[config.mk]
export PLATFORM = sky130hd
export DESIGN_NAME = battle_board_flat
export DESIGN_NICKNAME = d
export VERILOG_FILES = /design/src/rtl/battle_board_if.sv /design/src/rtl/battle_board.sv /design/src/flat_wrapper.sv
export SDC_FILE = /design/constraint.sdc
export NUM_CORES = 2
export LEC_CHECK = 0
export CAP_MARGIN = 20
export CORE_ASPECT_RATIO = 0.9
export CORE_UTILIZATION = 47
export CTS_CLUSTER_SIZE = 30
export DETAILED_ROUTE_END_ITERATION = 10
export PLACE_DENSITY = 0.72
export SYNTH_ARGS = -nofsm -noshare
export SYNTH_HDL_FRONTEND = slang
export SYNTH_SLANG_ARGS = --single-unit
[constraint.sdc]
create_clock -name clk -period 22.6 [get_ports clk]
set_input_delay 5.65 -clock clk [delete_from_list [all_inputs] [get_ports clk]]
set_output_delay 5.65 -clock clk [all_outputs]
set_load 0.02 [all_outputs]
[src/rtl/battle_board_if.sv]
// Shot request / result handshake between the shot controller and the board.
// master = controller side, slave = board side.
interface battle_board_if #(
    parameter int RC_W = 4,
    parameter int ID_W = 3
);
    logic            shot_valid;
    logic            shot_ready;
    logic [RC_W-1:0] shot_row;
    logic [RC_W-1:0] shot_col;
    logic            res_valid;
    logic [2:0]      res_code;
    logic [ID_W-1:0] res_ship;

    modport master (
        output shot_valid, shot_row, shot_col,
        input  shot_ready, res_valid, res_code, res_ship
    );

    modport slave (
        input  shot_valid, shot_row, shot_col,
        output shot_ready, res_valid, res_code, res_ship
    );
endinterface

[src/rtl/battle_board.sv]
// Battleship board: ship IDs, cell states, shot evaluation, sink marking.
// Define ADJ_MARK_EN to also paint BLUE neighbours of a sunk ship RED.
module battle_board #(
    parameter int ROWS      = 10,
    parameter int COLS      = 10,
    parameter int NUM_SHIPS = 5,
    parameter int ID_W      = 3,
    parameter int RC_W      = 4
) (
    input  logic            clk,
    input  logic            reset,
    input  logic            new_game,
    input  logic            load_valid,
    input  logic [RC_W-1:0] load_row,
    input  logic [RC_W-1:0] load_col,
    input  logic [ID_W-1:0] load_id,
    input  logic            start_game,
    battle_board_if.slave   shot,
    input  logic [RC_W-1:0] rd_row,
    input  logic [RC_W-1:0] rd_col,
    output logic [1:0]      rd_state,
    output logic            game_over
);
    localparam int CNT_W = $clog2(ROWS*COLS+1);
    localparam logic [CNT_W-1:0] ONE = CNT_W'(1);
    localparam logic [1:0] BLUE  = 2'b00;
    localparam logic [1:0] GRAY  = 2'b01;
    localparam logic [1:0] BLACK = 2'b10;
    localparam logic [1:0] RED   = 2'b11;

    typedef enum logic [2:0] {
        LOAD, PLAY, EVAL, SINK, OVER
    } state_t;

    state_t          state_q, state_d;
    logic [ID_W-1:0] id_q  [ROWS][COLS];
    logic [ID_W-1:0] id_d  [ROWS][COLS];
    logic [1:0]      st_q  [ROWS][COLS];
    logic [1:0]      st_d  [ROWS][COLS];
    logic [CNT_W-1:0] cnt_q [1:NUM_SHIPS];
    logic [CNT_W-1:0] cnt_d [1:NUM_SHIPS];
    logic [RC_W-1:0] row_q, row_d, col_q, col_d;
    logic            sink_q, sink_d;
    logic            res_valid_q, res_valid_d;
    logic [2:0]      res_code_q, res_code_d;
    logic [ID_W-1:0] res_ship_q, res_ship_d;
    logic [1:0]      rd_state_q, rd_state_d;

    logic [ID_W-1:0] old_id, hit_id;
    logic            load_ok, shot_ok, rd_ok, left, adj;

    assign shot.shot_ready = (state_q == PLAY);
    assign shot.res_valid  = res_valid_q;
    assign shot.res_code   = res_code_q;
    assign shot.res_ship   = res_ship_q;
    assign rd_state        = rd_state_q;
    assign game_over       = (state_q == OVER);

    assign load_ok = (int'(load_row) < ROWS) && (int'(load_col) < COLS)
                  && (int'(load_id) <= NUM_SHIPS);
    assign shot_ok = (int'(row_q) < ROWS) && (int'(col_q) < COLS);
    assign rd_ok   = (int'(rd_row) < ROWS) && (int'(rd_col) < COLS);

    always_comb begin
        state_d     = state_q;
        id_d        = id_q;
        st_d        = st_q;
        cnt_d       = cnt_q;
        row_d       = row_q;
        col_d       = col_q;
        sink_d      = sink_q;
        res_valid_d = 1'b0;
        res_code_d  = res_code_q;
        res_ship_d  = res_ship_q;
        rd_state_d  = rd_ok ? st_q[rd_row][rd_col] : BLUE;
        old_id      = '0;
        hit_id      = '0;
        left        = 1'b0;
        adj         = 1'b0;

        unique case (state_q)
            LOAD: begin
                if (load_valid && load_ok) begin
                    old_id = id_q[load_row][load_col];
                    id_d[load_row][load_col] = load_id;
                    if (old_id != load_id) begin
                        if (old_id != '0)
                            cnt_d[old_id] = cnt_d[old_id] - ONE;
                        if (load_id != '0)
                            cnt_d[load_id] = cnt_d[load_id] + ONE;
                    end
                end
                if (start_game) begin
                    for (int i = 1; i <= NUM_SHIPS; i++)
                        if (cnt_d[i] != '0) left = 1'b1;
                    state_d = left ? PLAY : OVER;
                end
            end
            PLAY: begin
                if (shot.shot_valid) begin
                    row_d   = shot.shot_row;
                    col_d   = shot.shot_col;
                    state_d = EVAL;
                end
            end
            EVAL: begin
                res_valid_d = 1'b1;
                res_ship_d  = '0;
                sink_d      = 1'b0;
                state_d     = SINK;
                if (!shot_ok) begin
                    res_code_d = 3'd4;
                end else if (st_q[row_q][col_q] != BLUE) begin
                    res_code_d = 3'd3;
                end else begin
                    hit_id = id_q[row_q][col_q];
                    if (hit_id == '0) begin
                        res_code_d = 3'd0;
                        st_d[row_q][col_q] = GRAY;
                    end else begin
                        cnt_d[hit_id] = cnt_q[hit_id] - ONE;
                        st_d[row_q][col_q] = BLACK;
                        res_ship_d = hit_id;
                        if (cnt_q[hit_id] == ONE) begin
                            res_code_d = 3'd2;
                            sink_d     = 1'b1;
                        end else begin
                            res_code_d = 3'd1;
                        end
                    end
                end
            end
            SINK: begin
                // res_ship_q still holds the ID of the ship that just sank
                if (sink_q) begin
                    for (int r = 0; r < ROWS; r++) begin
                        for (int c = 0; c < COLS; c++) begin
`ifdef ADJ_MARK_EN
                            adj =
                              ((r > 0) &&
                               (id_q[(r>0)?r-1:r][c] == res_ship_q))
                           || ((r < ROWS-1) &&
                               (id_q[(r<ROWS-1)?r+1:r][c] == res_ship_q))
                           || ((c > 0) &&
                               (id_q[r][(c>0)?c-1:c] == res_ship_q))
                           || ((c < COLS-1) &&
                               (id_q[r][(c<COLS-1)?c+1:c] == res_ship_q));
`else
                            adj = 1'b0;
`endif
                            if (id_q[r][c] == res_ship_q)
                                st_d[r][c] = RED;
                            else if (adj && st_q[r][c] == BLUE)
                                st_d[r][c] = RED;
                        end
                    end
                end
                sink_d = 1'b0;
                for (int i = 1; i <= NUM_SHIPS; i++)
                    if (cnt_q[i] != '0) left = 1'b1;
                state_d = left ? PLAY : OVER;
            end
            OVER: begin
                state_d = OVER;
            end
            default: state_d = LOAD;
        endcase

        if (new_game) begin
            state_d     = LOAD;
            res_valid_d = 1'b0;
            sink_d      = 1'b0;
            for (int r = 0; r < ROWS; r++)
                for (int c = 0; c < COLS; c++) begin
                    id_d[r][c] = '0;
                    st_d[r][c] = BLUE;
                end
            for (int i = 1; i <= NUM_SHIPS; i++)
                cnt_d[i] = '0;
        end
    end

    always_ff @(posedge clk or posedge reset) begin
        if (reset) begin
            state_q     <= LOAD;
            for (int r = 0; r < ROWS; r++)
                for (int c = 0; c < COLS; c++) begin
                    id_q[r][c] <= '0;
                    st_q[r][c] <= BLUE;
                end
            for (int i = 1; i <= NUM_SHIPS; i++)
                cnt_q[i] <= '0;
            row_q       <= '0;
            col_q       <= '0;
            sink_q      <= 1'b0;
            res_valid_q <= 1'b0;
            res_code_q  <= 3'd0;
            res_ship_q  <= '0;
            rd_state_q  <= BLUE;
        end else begin
            state_q     <= state_d;
            id_q        <= id_d;
            st_q        <= st_d;
            cnt_q       <= cnt_d;
            row_q       <= row_d;
            col_q       <= col_d;
            sink_q      <= sink_d;
            res_valid_q <= res_valid_d;
            res_code_q  <= res_code_d;
            res_ship_q  <= res_ship_d;
            rd_state_q  <= rd_state_d;
        end
    end
endmodule

[src/flat_wrapper.sv]
// flat-port wrapper written by rule: the top's interface ports become plain ports
module battle_board_flat 
#(
    parameter int ROWS      = 10,
    parameter int COLS      = 10,
    parameter int NUM_SHIPS = 5,
    parameter int ID_W      = 3,
    parameter int RC_W      = 4
)
  (clk, reset, new_game, load_valid, load_row, load_col, load_id, start_game, rd_row, rd_col, rd_state, game_over, shot_shot_valid, shot_shot_row, shot_shot_col, shot_shot_ready, shot_res_valid, shot_res_code, shot_res_ship);
  battle_board_if #(.RC_W(RC_W), .ID_W(ID_W)) shot_i ();
  input  logic clk;
  input  logic reset;
  input  logic new_game;
  input  logic load_valid;
  input  logic [RC_W-1:0] load_row;
  input  logic [RC_W-1:0] load_col;
  input  logic [ID_W-1:0] load_id;
  input  logic start_game;
  input  logic [RC_W-1:0] rd_row;
  input  logic [RC_W-1:0] rd_col;
  output logic [1:0] rd_state;
  output logic game_over;
  input wire logic [$bits(shot_i.shot_valid)-1:0] shot_shot_valid;
  input wire logic [$bits(shot_i.shot_row)-1:0] shot_shot_row;
  input wire logic [$bits(shot_i.shot_col)-1:0] shot_shot_col;
  output wire logic [$bits(shot_i.shot_ready)-1:0] shot_shot_ready;
  output wire logic [$bits(shot_i.res_valid)-1:0] shot_res_valid;
  output wire logic [$bits(shot_i.res_code)-1:0] shot_res_code;
  output wire logic [$bits(shot_i.res_ship)-1:0] shot_res_ship;
  assign shot_i.shot_valid = shot_shot_valid;
  assign shot_i.shot_row = shot_shot_row;
  assign shot_i.shot_col = shot_shot_col;
  assign shot_shot_ready = shot_i.shot_ready;
  assign shot_res_valid = shot_i.res_valid;
  assign shot_res_code = shot_i.res_code;
  assign shot_res_ship = shot_i.res_ship;
  battle_board #(.ROWS(ROWS), .COLS(COLS), .NUM_SHIPS(NUM_SHIPS), .ID_W(ID_W), .RC_W(RC_W)) u_core (.clk(clk), .reset(reset), .new_game(new_game), .load_valid(load_valid), .load_row(load_row), .load_col(load_col), .load_id(load_id), .start_game(start_game), .shot(shot_i), .rd_row(rd_row), .rd_col(rd_col), .rd_state(rd_state), .game_over(game_over));
endmodule
== Word level (Yosys, flattened, before mapping) ==
Index checks and enable logic that the tools add are counted.

* Muxes and demuxes: 208
* Add/subtract/negate cells: 3
* Equal/unequal tests: 212
* Magnitude comparators: 23
* Reduce and logical (&&, ||, !) cells: 135
* Bitwise logic cells: 15

{| class="wikitable"
|+ Operator list
! cell !! count
|-
| 200-bit two-way mux || 5
|-
| 300-bit two-way mux || 3
|-
| 5-bit AND reduction || 100
|-
| 35-bit two-way mux || 12
|-
| 200-bit one-hot mux with 2 select lines || 1
|-
| 3-bit by 2-bit != test with 1-bit output (second input constant) || 102
|-
| 300-bit bitwise mux || 1
|-
| 3-bit == test || 100
|-
| 30-bit binary-select mux with 4-bit select || 2
|-
| 2-bit two-way mux || 107
|-
| 100-bit AND || 2
|-
| 100-bit inverter || 2
|-
| 100-bit OR || 2
|-
| 20-bit binary-select mux with 4-bit select || 2
|-
| 30-bit two-way mux || 5
|-
| 30-bit demux with 4-bit select || 1
|-
| 35-bit bitwise mux || 3
|-
| 20-bit two-way mux || 5
|-
| 20-bit demux with 4-bit select || 1
|-
| 35-bit one-hot mux with 2 select lines || 1
|-
| 7-bit nonzero test || 10
|-
| 7-bit binary-select mux with 3-bit select || 3
|-
| 7-bit demux with 3-bit select || 3
|-
| 7-bit two-way mux || 9
|-
| other kinds (30) || 114
|}

* Input bits: 33
* Output and inout port bits: 11
* Word-level logic and storage cells: 809
* Register bits: 556

== Depth between registers and ports, before layout ==
* Depth after elaboration: 38
* Gate-level depth with buffers: 33
* Mapped depth without buffers: 25

== Worst setup path before layout ==
No wires, ideal clock.

* Path type: input port to flip-flop
* Start: input load_row[0]
* End: register u_core.state_q[0]
* Setup time: 0.126 ns
* Buffers on the path: 4
* Cell stages on the path: 28
* Arrival time: 11.252 ns
* Required time: 22.474 ns
* Path slack: 11.222 ns
* Cells stage by stage: buf_6 buf_6 mux4_2 mux2_2 a221oi_1 a21oi_1 or3_1 buf_2 nor3_2 a32o_1 nor2_1 ha_1 clkbuf_1 mux2i_1 a22oi_1 nand4_1 ha_1 nor2_1 a31oi_1 o22ai_1 nand2_1 nor4_2 o221ai_1 nor4_1 nand4_1 nor4_2 and3_1 a31oi_1

* Cells in the longest elaborated chain, start to end: 38
* Elaborated cells between the ends (all ways): 53
* Classes of those cells: 2 x add/sub; 3 x order compare; 1 x eq/ne; 35 x mux; 2 x bitwise; 10 x reduce/logical

{| class="wikitable"
|+ Ends and longest elaborated chain
! what !! line !! text
|-
| from (decl) || flat_wrapper.sv:16 || <nowiki>input logic [RC_W-1:0] load_row;</nowiki>
|-
| 4-bit inverter with 5-bit output (not written as such) || battle_board.sv:84 || <nowiki>old_id = id_q[load_row][load_col];</nowiki>
|-
| 30-bit binary-select mux with 4-bit select || battle_board.sv:84 ||
|-
| 30-bit two-way mux (not written as such) (2 in a row) || battle_board.sv:84 ||
|-
| 3-bit binary-select mux with 4-bit select || battle_board.sv:84 ||
|-
| 3-bit two-way mux (not written as such) (2 in a row) || battle_board.sv:84 ||
|-
| 3-bit inverter with 4-bit output (not written as such) || battle_board.sv:88 || <nowiki>cnt_d[old_id] = cnt_d[old_id] - ONE;</nowiki>
|-
| 7-bit binary-select mux with 3-bit select (tied with other cells) || battle_board.sv:88 ||
|-
| 7-bit two-way mux (not written as such) / 1-bit logical AND (equally long branches) || battle_board.sv:88 ||
|-
| [... 17 more ...] || - ||
|-
| 1-bit two-way mux (4 in a row) || battle_board.sv:95 || <nowiki>if (cnt_d[i] != '0) left = 1'b1;</nowiki>
|-
| 1-bit two-way mux * || battle_board.sv:95 ||
|-
| 1-bit two-way mux * || battle_board.sv:93 || <nowiki>if (start_game) begin</nowiki>
|-
| 1-bit two-way mux * || battle_board.sv:81 || <nowiki>unique case (state_q)</nowiki>
|-
| 3-bit two-way mux * || battle_board.sv:96 || <nowiki>state_d = left ? PLAY : OVER;</nowiki>
|-
| 3-bit two-way mux * || battle_board.sv:93 ||
|-
| 3-bit one-hot mux with 5 select lines * || battle_board.sv:81 ||
|-
| 3-bit two-way mux * || battle_board.sv:169 || <nowiki>if (new_game) begin</nowiki>
|-
| to (signal assigned) || battle_board.sv:201 || <nowiki>state_q <= state_d;</nowiki>
|-
| to (decl) || battle_board.sv:35 || <nowiki>state_t state_q, state_d;</nowiki>
|}

Mark *: on every way between the ends. The rest lies on a longest branch, timed or not. The select of a mux whose other input is x is not followed.
A chain may end at the register's enable or synchronous reset.

== Worst setup path in the final report ==
* Start: input load_row[1]
* End: register u_core.cnt_q[12] in the netlist's numbering

* Cells in the longest elaborated chain, start to end: 28
* Elaborated cells between the ends (all ways): 39
* Classes of those cells: 2 x add/sub; 3 x order compare; 1 x eq/ne; 26 x mux; 2 x bitwise; 5 x reduce/logical

{| class="wikitable"
|+ Ends and longest elaborated chain
! what !! line !! text
|-
| 4-bit inverter with 5-bit output (not written as such) || battle_board.sv:84 ||
|-
| 30-bit binary-select mux with 4-bit select || battle_board.sv:84 ||
|-
| 30-bit two-way mux (not written as such) (2 in a row) || battle_board.sv:84 ||
|-
| 3-bit binary-select mux with 4-bit select || battle_board.sv:84 ||
|-
| 3-bit two-way mux (not written as such) (2 in a row) || battle_board.sv:84 ||
|-
| 3-bit inverter with 4-bit output (not written as such) || battle_board.sv:88 ||
|-
| 7-bit binary-select mux with 3-bit select (tied with other cells) || battle_board.sv:88 ||
|-
| 7-bit two-way mux (not written as such) / 1-bit logical AND (equally long branches) || battle_board.sv:88 ||
|-
| [... 10 more ...] || - ||
|-
| 7-bit by 1-bit adder with 7-bit output || battle_board.sv:90 || <nowiki>cnt_d[load_id] = cnt_d[load_id] + ONE;</nowiki>
|-
| 35-bit bitwise mux || battle_board.sv:90 ||
|-
| 35-bit two-way mux || battle_board.sv:89 || <nowiki>if (load_id != '0)</nowiki>
|-
| 35-bit two-way mux || battle_board.sv:86 || <nowiki>if (old_id != load_id) begin</nowiki>
|-
| 35-bit two-way mux * || battle_board.sv:83 || <nowiki>if (load_valid && load_ok) begin</nowiki>
|-
| 35-bit two-way mux * || battle_board.sv:81 ||
|-
| 35-bit one-hot mux with 2 select lines * || battle_board.sv:81 ||
|-
| 35-bit two-way mux * || battle_board.sv:169 ||
|-
| to (signal assigned) || battle_board.sv:204 || <nowiki>cnt_q <= cnt_d;</nowiki>
|-
| to (decl) || battle_board.sv:40 || <nowiki>logic [CNT_W-1:0] cnt_q [1:NUM_SHIPS];</nowiki>
|}

Marked as above.

==> flow_summary_export.csv <==
group,metric,value,unit
yosys,netlist_instances,4666,
critical_path,critPathArrivalTime,14.20,ns
sta,fin_crit_sh,0.606,
die,die_area,86300,sq um
yosys,netlist_area,40000,sq um
critical_path,required,23.12,ns
global_route,grt_overflow,0,
sta,worst_pin_slew,1.21,ns
die,die_x,310,um
cells_and_area,synthToLayoutAreaGrowth,7.67,%
yosys,async_reset_ff_frac,1.00,
cells_and_area,post-route-util,0.511,
clock_network,clock_path_buffers,3,
sta,max_freq,73.1,MHz
yosys,synth_seq_cells,556,
yosys,synth_area_per_cell,8.58,sq um
yosys,synth_cell_types,100,
sta,clock_skew,0.0271,ns
detailed_routing,ant_nets,0,
detailed_routing,wl,159000,um
pwr,p_per_area,97.5,nW/um^2
die,start_util,0.475,
worst_hold_path,hp-class,"reg2reg",
yosys,synth_ff_type,"dfrtp_1",
sta,rsz0062_at_grt,"no",
sta,finalSetupViolCount,0,
clock_network,cts_hold_buf,0,
detailed_routing,drt-initial-drc-count,5980,
critical_path,critical_path_class,"in2reg",
pwr,p_leak,18.8,nW
clock_network,h-tree-depth,2,
clock_network,cts_setup_buffers,0,
pwr,peakVddDrop,138,uV
detailed_routing,wl_per_cell,28.1,um
detailed_routing,vias_per_cell,6.91,
detailed_routing,vias,38900,
die,placement_rows,101,
sta,hold_viol,0,
run,drv_cap,0,
die,placeableCoreArea,84300,sq um
clock_network,cts_sinks,556,
detailed_routing,first_pass_iters,7,
critical_path,end_kind,"register",
yosys,synth-edff-count,0,
global_route,grt_pass1_vias,36300,
clock_network,cts.reportedPaths.clkPinSlew,0.06,ns
run_status,status,"completed",
placement,place_congestion,1.04,
clock_network,cts_buffers,61,
yosys,synth_nets,4703,
sta,setup_tns,0,ns
sta,maxSlewViolCount,0,
critical_path,setup.worst_path.start_class,"input port",
clock_network,cts-root-buf,"clkbuf_16",
clock_network,cts_tree,"built",
die,fp.dieH,279,um
cells_and_area,final_layout_size_suffix_gt1_frac,0.0985,
global_route,grt_max_degree,155,
sta,max-slew-margin-rel,0.180,
global_route,grt_pass1_wl,237000,um
clock_network,clk_latency,0.68,ns
placement,numPortBuffers,43,
die,ios,44,
detailed_routing,drc,0,
yosys,ys_seq_area_frac,0.348,
sta,period_needed,13.68,ns
global_route,grt_use_total,0.363,
critical_path,cp_max_fo,57,
yosys,ys_warn_count,0,
placement,dp_hpwl,105000,um
cells_and_area,fin_nets,4487,
global_route,antenna_found_initial,4,
cells_and_area,nFillCells,7854,
clock_network,cts.repair.resized,0,
## layer usage
| metal | GRT usage | vias up | part of all wire |
|---|---|---|---|
| met3 | 0.0882 | 622 | 0.12 |
| met4 | 0.285 | 0 | 0.093 |
| li1 | - | 16500 | - |
| met1 | 0.473 | 19000 | 0.37 |
| met2 | 0.515 | 2779 | 0.42 |
| met5 | 0 | - | 0 |
## metrics by stage
stage                     cells  setup slack (ns)  total power [mW]  instance area (sq um)  hold slack [ns]
after floorplan            4666              1.40              2.27                  40000            0.481
after global placement     5509              8.84              3.05                  40800            0.484
after detailed placement   5511              8.76              3.06                  40800            0.486
after CTS                  5621              9.43              4.11                  42900            0.500
after global routing       5633              8.74              4.28                  43100            0.533
final                      5633              8.92              4.20                  43100            0.498
## state kept, by name (all words and copies together) (netlist names)
name	cells
u_core.shot.res_valid	1
u_core.row_q	4
u_core.rd_state	2
u_core.shot.res_code	3
u_core.cnt_q	35
u_core.state_q	3
u_core.sink_q	1
u_core.id_q	300
u_core.st_q	200
u_core.col_q	4
u_core.shot.res_ship	3
## synthesized netlist by cell type (16+ instances only)
| cell | n | area, sq um |
|---|---|---|
| mux4_2 | 142 | 3200 |
| a21oi_1 | 617 | 3090 |
| o21ai_0 | 398 | 1990 |
| nor2_1 | 556 | 2090 |
| nand2b_1 | 16 | 100 |
| buf_2 | 16 | 80.1 |
| mux2i_1 | 124 | 1240 |
| xor2_1 | 304 | 2660 |
| o221ai_1 | 17 | 149 |
| a22oi_1 | 34 | 255 |
| clkbuf_1 | 311 | 1170 |
| o22ai_1 | 50 | 313 |
| dfrtp_1 | 556 | 13900 |
| and2_1 | 16 | 100 |
| a221oi_1 | 22 | 193 |
| nand4_1 | 16 | 100 |
| nand2_1 | 451 | 1690 |
| buf_1 | 49 | 184 |
| a31oi_1 | 19 | 119 |
| xnor2_1 | 18 | 158 |
| nand3_1 | 31 | 155 |
| nor3_1 | 153 | 766 |
| mux2_2 | 36 | 405 |
| nor2b_1 | 37 | 231 |
| o21bai_1 | 107 | 803 |
| inv_1 | 52 | 195 |
| buf_6 | 16 | 180 |
| o22a_1 | 203 | 1780 |
| o31ai_1 | 16 | 120 |
| a211oi_1 | 34 | 255 |
## where the power goes
| group | internal [mW] | leakage (nW) | switching [mW] |
|---|---|---|---|
| Sequential | 1.06 | 7.70 | 0.141 |
| Clock | 0.597 | 1.01 | 0.458 |
| Combinational | 0.525 | 10.1 | 1.42 |
| Total | 2.18 | 18.8 | 2.02 |
## area by class of cell
type,count,area [sq um],area share
Multi-Input combinational cell,3645,24200,0.562
Clock inverter,22,249,0.00578
Sequential cell,556,13900,0.323
Inverter,53,206,0.00479
Clock buffer,88,1800,0.0418
Timing Repair Buffer,133,1260,0.0292
Tap cell,1133,1420,0.0329
Antenna cell,3,7.51,0.000174
## cells in the final DEF, fill, tap and decap left out, types with 16 or more instances in the layout
master,netlist,routed
a21oi_1,617,615
nor2_1,556,554
dfrtp_1,556,551
nand2_1,451,450
o21ai_0,398,398
xor2_1,304,304
o22a_1,203,203
nor3_1,153,153
mux4_2,142,142
mux2i_1,124,124
o21bai_1,107,107
buf_4,15,84
clkbuf_16,0,62
inv_1,52,51
o22ai_1,50,50
nor2b_1,37,36
mux2_2,36,36
clkdlybuf4s50_1,0,35
a211oi_1,34,34
a22oi_1,34,34
nand3_1,31,29
a221oi_1,22,21
a31oi_1,19,18
xnor2_1,18,18
o221ai_1,17,17
nand2b_1,16,16
o31ai_1,16,16
nand4_1,16,16
## worst max-delay path, cell delays in order
cell	delay [ns]
buf_4	0.68
buf_4	0.68
or3b_1	0.60
nor2_1	0.11
o31ai_1	0.44
a41oi_1	0.47
or3_1	0.47
buf_4	0.25
nand3_1	0.52
nor2_1	0.08
a211o_1	0.33
inv_1	0.12
ha_1	0.30
inv_1	0.11
or4_1	0.60
a21oi_1	0.54
xor2_1	0.27
a211oi_1	0.54
nor3_1	0.16
xnor2_1	0.59
o21ai_0	0.23
a221oi_1	0.33
a21oi_1	0.07
## cell families after synthesis
group / Yosys count / share of synthesized area
AO/OA/AOI/OAI: 1640 / 0.256
XOR/XNOR: 328 / 0.0729
adder cells (fa/ha/maj): 4 / 0.00125
buffers and inverters: 465 / 0.0500
flip-flops: 556 / 0.348
multiplexers: 308 / 0.124
AND/OR/NAND/NOR: 1365 / 0.148
## worst paths after layout
kind	startpoint	to	slack, ns	depth (start not counted)
worst min-delay path	u_core.shot.res_code[2]	u_core.shot.res_code[2]	0.50	1
worst max-delay path	load_row[1]	u_core.cnt_q[12]	8.92	23
worst min register to register	u_core.shot.res_code[2]	u_core.shot.res_code[2]	0.50	1
worst max register to register	u_core.id_q[84]	u_core.cnt_q[12]	14.88	21
min in group asynchronous	reset	u_core.cnt_q[22]	5.55	2
max in group asynchronous	reset	u_core.row_q[0]	14.60	4
No activity file was read; power rests on OpenSTA's default activity.
